File: config.mk
export PLATFORM = sky130hd
export DESIGN_NAME = vga_timing_generator
export DESIGN_NICKNAME = d
export VERILOG_FILES = /design/src/rtl/vga_timing_generator.sv
export SDC_FILE = /design/constraint.sdc
export NUM_CORES = 1
export LEC_CHECK = 0
export BUFFER_PORTS_ARGS = -buffer_cell sky130_fd_sc_hd__buf_2
export CORE_ASPECT_RATIO = 1.5
export CORE_MARGIN = 1
export CORE_UTILIZATION = 58
export DETAILED_ROUTE_END_ITERATION = 12
export HOLD_SLACK_MARGIN = 0.12
export PLACE_DENSITY = 0.79
export SYNTH_ARGS = -nofsm -noshare
export SYNTH_HDL_FRONTEND = slang
export SYNTH_SLANG_ARGS = --single-unit
export TNS_END_PERCENT = 50
File: constraint.sdc
create_clock -name i_CLK -period 2.8 [get_ports i_CLK]
set_input_delay 0.28 -clock i_CLK [delete_from_list [all_inputs] [get_ports i_CLK]]
set_output_delay 0.28 -clock i_CLK [all_outputs]
set_load 0.05 [all_outputs]
File: src/rtl/vga_timing_generator.sv
// VGA raster timing: sync pulses, draw strobe and clamped visible coordinates.
// Define VGA_TIMING_FRAME_COUNT_EN to add the 16-bit o_FRAME_COUNT output.
module vga_timing_generator #(
   parameter int   p_H_VISIBLE_AREA  = 640,
   parameter int   p_H_FRONT_PORCH   = 16,
   parameter int   p_H_SYNC_PULSE    = 96,
   parameter int   p_H_BACK_PORCH    = 48,
   parameter int   p_V_VISIBLE_AREA  = 480,
   parameter int   p_V_FRONT_PORCH   = 10,
   parameter int   p_V_SYNC_PULSE    = 2,
   parameter int   p_V_BACK_PORCH    = 33,
   parameter logic p_H_SYNC_POLARITY = 1'b0,
   parameter logic p_V_SYNC_POLARITY = 1'b0
) (
   input  logic i_CLK,
   input  logic i_RESET,
   input  logic i_PIXEL_CE,
   output logic o_VGA_HSYNC,
   output logic o_VGA_VSYNC,
   output logic o_DRAW_ENABLE,
   output logic [$clog2(p_H_VISIBLE_AREA)-1:0] o_SCANLINE_X,
   output logic [$clog2(p_V_VISIBLE_AREA)-1:0] o_SCANLINE_Y,
   output logic o_LINE_START,
   output logic o_FRAME_START
`ifdef VGA_TIMING_FRAME_COUNT_EN
   ,
   output logic [15:0] o_FRAME_COUNT
`endif
);

   localparam int H_TOTAL = p_H_VISIBLE_AREA + p_H_FRONT_PORCH
                          + p_H_SYNC_PULSE + p_H_BACK_PORCH;
   localparam int V_TOTAL = p_V_VISIBLE_AREA + p_V_FRONT_PORCH
                          + p_V_SYNC_PULSE + p_V_BACK_PORCH;
   localparam int HW = $clog2(H_TOTAL);
   localparam int VW = $clog2(V_TOTAL);
   localparam int XW = $clog2(p_H_VISIBLE_AREA);
   localparam int YW = $clog2(p_V_VISIBLE_AREA);

   localparam logic [HW-1:0] H_VIS_END  = HW'(p_H_VISIBLE_AREA - 1);
   localparam logic [HW-1:0] H_FP_END   = HW'(p_H_VISIBLE_AREA
                                          + p_H_FRONT_PORCH - 1);
   localparam logic [HW-1:0] H_SYNC_END = HW'(p_H_VISIBLE_AREA
                                          + p_H_FRONT_PORCH
                                          + p_H_SYNC_PULSE - 1);
   localparam logic [HW-1:0] H_LAST     = HW'(H_TOTAL - 1);

   localparam logic [VW-1:0] V_VIS_END  = VW'(p_V_VISIBLE_AREA - 1);
   localparam logic [VW-1:0] V_FP_END   = VW'(p_V_VISIBLE_AREA
                                          + p_V_FRONT_PORCH - 1);
   localparam logic [VW-1:0] V_SYNC_END = VW'(p_V_VISIBLE_AREA
                                          + p_V_FRONT_PORCH
                                          + p_V_SYNC_PULSE - 1);
   localparam logic [VW-1:0] V_LAST     = VW'(V_TOTAL - 1);

   typedef enum logic [1:0] {
      H_VISIBLE,
      H_FRONT,
      H_SYNC,
      H_BACK
   } h_state_t;

   typedef enum logic [1:0] {
      V_VISIBLE,
      V_FRONT,
      V_SYNC,
      V_BACK
   } v_state_t;

   h_state_t      h_state, h_state_nxt;
   v_state_t      v_state, v_state_nxt;
   logic [HW-1:0] h_cnt, h_cnt_nxt;
   logic [VW-1:0] v_cnt, v_cnt_nxt;
   logic          h_last;
   logic          v_last;

   always_ff @(posedge i_CLK or posedge i_RESET) begin
      if (i_RESET) begin
         h_state <= H_VISIBLE;
         v_state <= V_VISIBLE;
         h_cnt   <= '0;
         v_cnt   <= '0;
      end else if (i_PIXEL_CE) begin
         h_state <= h_state_nxt;
         v_state <= v_state_nxt;
         h_cnt   <= h_cnt_nxt;
         v_cnt   <= v_cnt_nxt;
      end
   end

   // Phase changes are keyed to the counter value so state never drifts from h/v.
   always_comb begin
      h_last      = (h_cnt == H_LAST);
      v_last      = (v_cnt == V_LAST);
      h_cnt_nxt   = h_last ? '0 : h_cnt + HW'(1);
      v_cnt_nxt   = v_cnt;
      h_state_nxt = h_state;
      v_state_nxt = v_state;

      if (h_last) begin
         v_cnt_nxt = v_last ? '0 : v_cnt + VW'(1);
      end

      unique case (h_state)
         H_VISIBLE: if (h_cnt == H_VIS_END)  h_state_nxt = H_FRONT;
         H_FRONT:   if (h_cnt == H_FP_END)   h_state_nxt = H_SYNC;
         H_SYNC:    if (h_cnt == H_SYNC_END) h_state_nxt = H_BACK;
         H_BACK:    if (h_last)              h_state_nxt = H_VISIBLE;
      endcase

      if (h_last) begin
         unique case (v_state)
            V_VISIBLE: if (v_cnt == V_VIS_END)  v_state_nxt = V_FRONT;
            V_FRONT:   if (v_cnt == V_FP_END)   v_state_nxt = V_SYNC;
            V_SYNC:    if (v_cnt == V_SYNC_END) v_state_nxt = V_BACK;
            V_BACK:    if (v_last)              v_state_nxt = V_VISIBLE;
         endcase
      end
   end

   logic h_vis;
   logic v_vis;

   assign h_vis = (h_state == H_VISIBLE);
   assign v_vis = (v_state == V_VISIBLE);

   // Outputs describe the position consumed by this CE, one cycle later.
   always_ff @(posedge i_CLK or posedge i_RESET) begin
      if (i_RESET) begin
         o_VGA_HSYNC   <= ~p_H_SYNC_POLARITY;
         o_VGA_VSYNC   <= ~p_V_SYNC_POLARITY;
         o_DRAW_ENABLE <= 1'b0;
         o_SCANLINE_X  <= '0;
         o_SCANLINE_Y  <= '0;
         o_LINE_START  <= 1'b0;
         o_FRAME_START <= 1'b0;
      end else if (i_PIXEL_CE) begin
         o_VGA_HSYNC   <= (h_state == H_SYNC) ? p_H_SYNC_POLARITY
                                              : ~p_H_SYNC_POLARITY;
         o_VGA_VSYNC   <= (v_state == V_SYNC) ? p_V_SYNC_POLARITY
                                              : ~p_V_SYNC_POLARITY;
         o_DRAW_ENABLE <= h_vis && v_vis;
         o_SCANLINE_X  <= h_vis ? XW'(h_cnt) : '0;
         o_SCANLINE_Y  <= v_vis ? YW'(v_cnt) : '0;
         o_LINE_START  <= (h_cnt == '0);
         o_FRAME_START <= (h_cnt == '0) && (v_cnt == '0);
      end
   end

`ifdef VGA_TIMING_FRAME_COUNT_EN
   logic [15:0] frame_cnt;

   always_ff @(posedge i_CLK or posedge i_RESET) begin
      if (i_RESET) begin
         frame_cnt <= '0;
      end else if (i_PIXEL_CE && h_last && v_last) begin
         frame_cnt <= frame_cnt + 16'd1;
      end
   end

   assign o_FRAME_COUNT = frame_cnt;
`endif

endmodule
# Word-level counts from Yosys, hierarchy flattened
# Cells that the tools add are included.
[totals] rom_bits=0 memories=0 wordCells=60 ramBits=0 inputBits=3 regBits=48 latch_bits=0
[op_classes] n_lt_le_gt_ge=0 muxes=16 n_addsub=2 n_shift=0 mul=0 div=0 reduce_logical=9 eq_ne=22 n_bitwise=0
[ops] cell="10-bit == test, second input constant" n=5
[ops] cell="10-bit by 9-bit == test with 1-bit output, second input constant" n=3
[ops] cell="10-bit 2-to-1 mux" n=3
[ops] cell="10-bit by 1-bit adder with 10-bit output, second input constant" n=2
[ops] cell="10-bit logical NOT" n=2
[ops] cell="2-bit 2-to-1 mux" n=8
[ops] cell="2-bit one-hot mux with 4 select lines" n=2
[ops] cell="2-bit != test, second input constant" n=6
[ops] cell="9-bit 2-to-1 mux" n=1
[ops] cell="2-bit == test, second input constant" n=4
[ops] cell="6-bit AND reduction" n=1
[ops] cell="5-bit AND reduction" n=1
[ops] cell="2-bit by 1-bit == test with 1-bit output, second input constant" n=2
[ops] cell="2-bit logical NOT" n=2
[ops] cell="2-bit by 1-bit != test with 1-bit output, second input constant" n=2
[ops] cell="1-bit logical AND" n=2
[ops] cell="1-bit 2-to-1 mux" n=2
[ops] cell="2-bit AND reduction" n=1

# Depth between registers and ports, before layout
# Gate-level depths: netlist of run 1.
[depth] word_depth=3 ltp_mapped=7 ltp_nobuf=7

# Worst setup path after synthesis of run 1
# Ideal clock, no wire load.
[synth_timing] path_kind="reg2reg" from="register v_cnt[5]" to="register v_state[1]" path_slack_ns=0.581 period_less_slack_ns=2.219 stages_incl_launch_ff=6 arrival_time_ns=2.094 setup_time_ns=0.125 path_cell_list="dfrtp_1 buf_6 or4_4 or3_4 a2111oi_4 mux2_4"
[synth_via] elab_chain_cells=3
[synth_lines] element="start, declared" line_no="73" text="logic [VW-1:0] v_cnt, v_cnt_nxt;"
[synth_lines] element="start signal, assigned" line_no="87" text="v_cnt <= v_cnt_nxt;"
[synth_lines] element="10-bit by 9-bit == test with 1-bit output, or another cell as far along" line_no="115" text="V_SYNC: if (v_cnt == V_SYNC_END) v_state_nxt = V_BACK;"
[synth_lines] element="2-bit != test (no source line) or 2-bit by 1-bit != test with 1-bit output (tied branches)"
[synth_lines] element="6-bit AND reduction (no source line) (*)"
[synth_lines] element="end signal, assigned" line_no="85" text="v_state <= v_state_nxt;"
[synth_lines] element="end, declared" line_no="71" text="v_state_t v_state, v_state_nxt;"
# Mark *: on every way between the ends. The rest lies on a longest branch, timed or not.
# A chain may end at the register's enable or synchronous reset.

# Worst setup path in the final report of run 1
[layout_timing] from="register v_cnt[7]" to="register v_state[1]"
# Same word-level chain as after synthesis.

==> results.md, run 1 <==
* CTS Hold Bufs at 0
* Drt wl/cell at between 15 and 20 µm
* Largest net degree at the start of global routing at around 50
* DIE WIDTH at 54.93 µm
* Layout filler cell count at 321
* Total gr overflow at 0
* DR vias at around 1900
* Worst EP required at 3.00 ns
* Crit path max fanout at 6
* Vias in the first global route at between 1500 and 2000
* Total Negative Setup Slacks at 0 ns
* First-pass GRT wire length at a little under 9000 µm
* Min Tclk post-route at about 2.3 ns
* Total track usage at between 20% and 30%
* RSZ-0062 raised after global routing: false
* Post-Synth XOR/XNOR Area at about 3.2%
* Num CTS Buffers at 5
* Max-slew violations at 0
* N_diodes at 0
* Footprint of the multi-input gates at about 1100 µm²
* Crit Path Class: reg -> reg
* # setup viols final at 0
* Nets@finish at 277
* Post-DRT Antenna Nets at 0
* Ys async rst share at 100.0%
* Util after Layout at just under 70%
* Slowest CP cell: or4_4
* Maximum clock path buffer count at 2
* Adder-cell area share of the yosys netlist at ~7.2%
* Clk_lat worst skew at a little over 0.3 ns
* Most frequent cells in the layout: dfrtp_1, buf_2, nand2_1
* GP Congestion at approximately 0.9
* CP arrival at roughly 2.5 ns
* CTS tree: yes
* Period utilization at between 80% and 90%
* Post-synthesis simple-gate area fraction at 17.04%
* Least-Margin Pin Slew at between 0.9 and 1 ns
* Slowest stage delay, CP at 0.57 ns
* Pleak at roughly 1.3 nW
* Clock slew at reported path FFs at around 0.10 ns
* Critical Path Start Type: register
* Buffer and inverter count on the worst path at 0
* Post-synthesis compound-gate area fraction at between 15 and 20%
* Sink Count at 48
* P&R area growth vs syn at 11.09%
* Sequential cell area fraction in the yosys report at 49.38%
* Hpwl dp at around 3600 µm
* Syn nets at between 200 and 300
* Fmax at approximately 0.43 GHz
* Commonest non-fill, non-tap cell in the layout: dfrtp_1
* Die footprint at between 4000 and 5000 µm²
* Initial antenna violation count at 0
* Prevailing post-synth register cell: dfrtp_1
* Root cell of the clock tree: clkbuf_8
* Core area at around 4000 µm²
* VDD IR max at 0.4989 mV
* Std-Cell Rows at 28
* Vias per inst at approximately 6
* CP Capture Type: register
* Syn avg cell area at 10.24 µm²
* Postcts setup bufs at 0
* Total wire length at 5176 µm
* Clock skew at roughly 0.016 ns
* Top delay family on crit path: simple AND/OR/NAND/NOR gates
* Synth unique cells at between 40 and 50
* Port bufs at 26
* Initial core utilization at between 60% and 70%
* Gate Count Post-Synth at around 240
* Yosys reg bits at 48
* Min-Delay Path Class: in -> async
* Largest family of logic cells by synthesized area: simple AND/OR/NAND/NOR gates
* Io pins at 27
* Slew HR at between 30% and 40%
* Mapped cell area at 2437 µm²
* CP Cell Sequence: or4_4 -> or3_4 -> a2111oi_4 -> mux2_4
* Post-synth EDFFs at 0
* Yosys warnings at 0
* Mux cell area share after synthesis at approximately 2.4%
* H-tree depth at 2
* Share of cells above drive strength 1 at between 10% and 20%
* PD cells at approximately 570 nW/µm²
* Initial drt markers at 70
* Seq. cell area at ~1200 µm²
* MaxCap Viol Count at 0
* Hold Vio Cnt, Final at 0
* PostCTS Resize Cnt at 0
* Die height at slightly above 80 µm
* Drc violations at 0
* Status: finished clean
* Detailed Routing Iterations Pass 1 at 4
==> worst paths after layout <==
check / cells after the start / slack [ns] / endpoint / from
min in group i_CLK: 2 / 0.32 / o_VGA_VSYNC / i_PIXEL_CE
hold / removal: 2 / 0.20 / o_DRAW_ENABLE / i_RESET
setup / recovery: 4 / 0.48 / v_state[1] / v_cnt[7]
max in group asynchronous: 2 / 1.98 / o_SCANLINE_X[9] / i_RESET
hold reg to reg: 2 / 0.49 / o_VGA_VSYNC / o_VGA_VSYNC
setup reg to reg: 4 / 0.48 / v_state[1] / v_cnt[7]
==> state kept, by name, indices dropped and copies added, names as in the netlist <==
name / flops
o_LINE_START: 1
h_cnt: 10
o_VGA_VSYNC: 1
o_SCANLINE_Y: 9
o_VGA_HSYNC: 1
o_FRAME_START: 1
h_state: 2
v_state: 2
o_SCANLINE_X: 10
v_cnt: 10
o_DRAW_ENABLE: 1
==> cell families after synthesis <==
group,count (synthesis)
compound gates,49
xor+xnor,9
fa+ha+maj,14
buf+inv,33
flops,48
mux,5
simple gates,80
==> final cells by class <==
cell class,instances,area share (%)
sequential,48,44.45
multi-input combinational,157,40.71
timing repair buffer,29,5.638
clock buffer,6,3.050
inverter,19,2.634
tap,45,2.079
clock inverter,2,1.433
==> report_power, final <==
group	switching (mW)	internal, mW
Sequential	0.0895	0.741
Combinational	0.108	0.0774
Clock	0.240	0.292
Total	0.438	1.11
==> synth_stat cells (all sizes together) (2+ instances only) <==
master   count  area [µm²]
nand2b       2       12.51
nand4        6       37.54
nor2        16       60.06
a22o        12       105.1
xor2         3       26.28
o2bb2ai      9       78.83
mux2         3       37.53
a2111oi      2       42.54
and3         4       25.02
a21oi        3       15.01
and4         2       17.52
clkbuf      13       48.80
o21ai       16       80.08
or4          2       18.77
dfrtp       46        1151
nor3         5       25.02
ha          14       175.2
inv         19       71.32
xnor2        6       52.55
mux2i        2       20.02
nand2       21       78.83
dfstp        2       52.55
nand3       12       60.06
o41ai        2       17.52
and2         3       20.02
==> worst reg2reg max path, cell delays in order, from the launching register on <==
cell and delay (ns):
dfrtp_1 0.45, or4_4 0.57, or3_4 0.42, a2111oi_4 0.43
mux2_4 0.34
==> metrics by stage <==
step,cells,cell area (µm²),hold slack [ns],worst slack (ns),power (mW)
2_1_floorplan,238,2437,0.4878,0.5808,0.9750
3_3_place_gp,298,2586,0.4638,0.5440,1.023
3_5_place_dp,298,2586,0.4731,0.4997,1.030
4_1_cts,306,2708,0.2260,0.4897,1.560
5_1_grt,306,2708,0.2936,0.2852,1.618
6_report,306,2708,0.1988,0.4837,1.549
==> routing by layer <==
metal | part of all wire (%) | global-route usage (%) | up-vias
met4 | 4.6 | 15.50 | 0
met5 | 0 | 0 | -
met2 | 52 | 43.25 | 52
met3 | 3.0 | 5.431 | 23
li1 | - | - | 877
met1 | 40 | 34.72 | 925
(Power assumes the default switching activity.)
==> inputs of run 2 (changes only) <==
ABC_AREA = 1   (was unset)
clock period = 2.3 ns   (was 2.8 ns; I/O delays follow)
==> run 2 against run 1 <==
Setup slack got worse by 0.085 ns. Largest power group unchanged. Maximum frequency rose by 22%. Worst hold slack gained 0.16 ns. Critical path depth increased by 4. Die area grew 2.2%.
==> results.md, run 2 <==
* VDD IR max at 0.6445 mV (+29%)
* Ys async rst share at 100.0% (unchanged)
* Clk_lat worst skew at 0.30 ns (about the same)
* H-tree depth at 2 (unchanged)
* Syn avg cell area at 8.285 µm² (-19%)
* CP Cell Sequence: ha_1 -> nand2_1 -> nor2_4 -> nand4_2 -> inv_1 -> nand2_1 -> nand2_1 -> nand2_1
* RR Startpoint: h_cnt[0]
* Worst Hold Path EP: h_cnt[1]
* Core area at 4029 µm² (+0.88%)
* Slowest CP cell: inv_1
* Detailed Routing Iterations Pass 1 at 4 (unchanged)
* Status: finished clean
* # setup viols final at 0 (unchanged)
* Cell taking the most area after synthesis: dfrtp_1
* Io pins at 27 (unchanged)
* Top delay family on crit path: simple AND/OR/NAND/NOR gates
* Share of cells above drive strength 1 at 14.50% (-3.9 points)
* DIE WIDTH at 55.54 µm (+1.1%)
* Drt wl/cell at 14.08 µm (-17%)
* Post-DRT Antenna Nets at 0 (unchanged)
* CP dominant cell by count: nand2_1
* PostCTS Resize Cnt at 0 (unchanged)
* CP Capture Type: register
* DR vias at 2072 (+10%)
* Top cells by count, synth: nand2_1, dfrtp_1, inv_1
* Hold Startpoint: i_PIXEL_CE
* Total wire length at 5295 µm (+2.3%)
* Total track usage at 25.45% (-2.2 points)
* CTS tree: yes
* Reg-to-Reg End: v_state[1]
* Post-Layout Inst Area at 2768 µm² (+2.2%)
* Slew HR at 73.30% (+39 points)
* Sequential cell area fraction in the yosys report at 48.27% (-1.1 points)
* Mapped cell area at 2494 µm² (+2.3%)
* Hold depth at 2
* Footprint of the multi-input gates at 1111 µm² (+0.79%)
* Synth top area share at 46.16% (-1.1 points)
* CP arrival at 2.10 ns (-0.42 ns)
* Yosys reg bits at 48 (unchanged)
* Initial antenna violation count at 0 (unchanged)
* MaxCap Viol Count at 0 (unchanged)
* Count leader, synth: nand2_1
* Pleak at 1.362 nW (+7.6%)
* Syn nets at 318 (+25%)
* Fmax at 0.5259 GHz (+22%)
* Port bufs at 26 (unchanged)
* Max-slew violations at 0 (unchanged)
* Initial core utilization at 61.89% (+0.87 points)
* Nets@finish at 347 (+25%)
* Initial drt markers at 77 (+10%)
* Min Tclk post-route at 1.901 ns (-0.4148 ns)
* Most frequent cells in the layout: nand2_1, dfrtp_1, inv_1
* Synth unique cells at 31 (-26%)
* Critical Path Start Type: register
* Largest net degree at the start of global routing at 49 (unchanged)
* P&R area growth vs syn at 10.99% (about the same)
* Top cells by area, synth: dfrtp_1, nand2_1, ha_1, o21ai_0, inv_1
* Post-synth EDFFs at 0 (unchanged)
* Total Negative Setup Slacks at 0 ns (unchanged)
* Commonest non-fill, non-tap cell in the layout: nand2_1
* Gate Count Post-Synth at 301 (+26%)
* Clock slew at reported path FFs at 0.09 ns (about the same)
* First-pass GRT wire length at 8866 µm (+2.0%)
* Crit Path Class: reg -> reg
* Slowest stage delay, CP at 0.39 ns (-0.18 ns)
* Die height at 82.31 µm (+1.1%)
* Maximum clock path buffer count at 2 (unchanged)
* Min-Delay Path Class: in -> reg
* Clock skew at 0.009700 ns (-0.005963 ns)
* PD cells at 979.5 nW/µm² (+71%)
* GP Congestion at 0.8694 (-5.1%)
* Die footprint at 4571 µm² (+2.2%)
* Vias per inst at 5.511 (-10%)
* Prevailing post-synth register cell: dfrtp_1
* Yosys warnings at 0 (unchanged)
* Std-Cell Rows at 28 (unchanged)
* Vias in the first global route at 2044 (+10%)
* Total gr overflow at 0 (unchanged)
* Reg2reg path depth at 8 (+4)
* Worst EP required at 2.50 ns (-0.50 ns)
* Area of placed instances at 2668 µm² (+3.1%)
* Sink Count at 48 (unchanged)
* Least-Margin Pin Slew at 0.3975 ns (-0.5897 ns)
* Biggest regs: h_cnt: 10 flops, o_SCANLINE_X: 10 flops, v_cnt: 10 flops
* Hold Vio Cnt, Final at 0 (unchanged)
* Drc violations at 0 (unchanged)
* Period utilization at 82.67% (about the same)
* Postcts setup bufs at 0 (unchanged)
* Root cell of the clock tree: clkbuf_8
* N_diodes at 0 (unchanged)
* Setup slack, reg-to-reg at 0.40 ns (-0.09 ns)
* RSZ-0062 raised after global routing: false
* Num CTS Buffers at 5 (unchanged)
* Layout filler cell count at 335 (+4.4%)
* Crit path max fanout at 13 (+7)
* Hpwl dp at 3874 µm (+6.9%)
* Seq. cell area at 1204 µm² (unchanged)
* Buffer and inverter count on the worst path at 1 (+1)
run 2: changes by cell type after synthesis, moves of 9 or more:
cell	change
a22o_1	-12
nand2_1	+59
o2bb2ai_1	-9
o21ai_0	+17
inv_1	+16
clkbuf_1	-10
run 2: cell type report:
cell class / count / share of cell area, %
Sequential cell: 48 / 43.49
Clock buffer: 8 / 3.255
Timing Repair Buffer: 29 / 6.058
Tap cell: 45 / 2.034
Inverter: 37 / 5.018
Multi-Input combinational cell: 209 / 40.14
run 2: worst max path at each step:
stage               startpoint         end  cells after the start
floorplan             v_cnt[0]  v_state[0]                     11
global placement      h_cnt[0]  v_state[0]                      8
detailed placement    h_cnt[0]  v_state[1]                      8
CTS                   h_cnt[0]  v_state[1]                      8
global route          h_cnt[1]  v_state[1]                      8
finish                h_cnt[0]  v_state[1]                      8
run 2: timing repair:
action | 4_1_cts | 5_1_grt
hold endpoints to repair | 46 | 0
hold buffers | 1 | 0
setup endpoints to repair | 0 | 0
run 2: worst register-to-register path: stages (launching register included):
cell     delay [ns]
dfrtp_1        0.38
ha_1           0.17
nand2_1        0.10
nor2_4         0.16
nand4_2        0.33
inv_1          0.39
nand2_1        0.13
nand2_1        0.09
nand2_1        0.05
run 2: through the flow:
step	worst slack, ns	instances	utilization (%)	hold slack, ns	power (mW)
after global placement	0.5173	367	66.21	0.2835	2.173
final	0.3986	376	68.70	0.3627	2.711
after CTS	0.4108	376	68.70	0.3573	2.719
after detailed placement	0.4203	367	66.21	0.2871	2.200
after global routing	0.2326	376	68.70	0.3650	2.879
after floorplan	0.8724	301	-	0.3865	1.954
run 2: cell families (layout without fill, tap and decap cells):
kind of cell / count (synthesis) / in the layout / share of synthesized area [%]
buf+inv: 44 / 74 / 7.175
fa+ha+maj: 14 / 14 / 7.025
xor+xnor: 7 / 7 / 2.760
simple gates: 142 / 142 / 25.04
flops: 48 / 48 / 48.27
compound gates: 46 / 46 / 9.735
run 2: metal layers:
layer | global-route usage (%) | vias to the layer above | wire length, µm | share of wire (%)
met5 | 0 | - | 0 | 0
met4 | 15.25 | 0 | 152 | 2.9
met3 | 4.050 | 11 | 130 | 2.5
met2 | 48.67 | 39 | 2892 | 55
met1 | 26.15 | 1007 | 2119 | 40
li1 | - | 1015 | - | -
run 2: power by group:
group | internal, mW | switching, mW
clock network | 0.246 | 0.276
registers | 1.04 | 0.191
logic | 0.249 | 0.712
total | 1.53 | 1.18
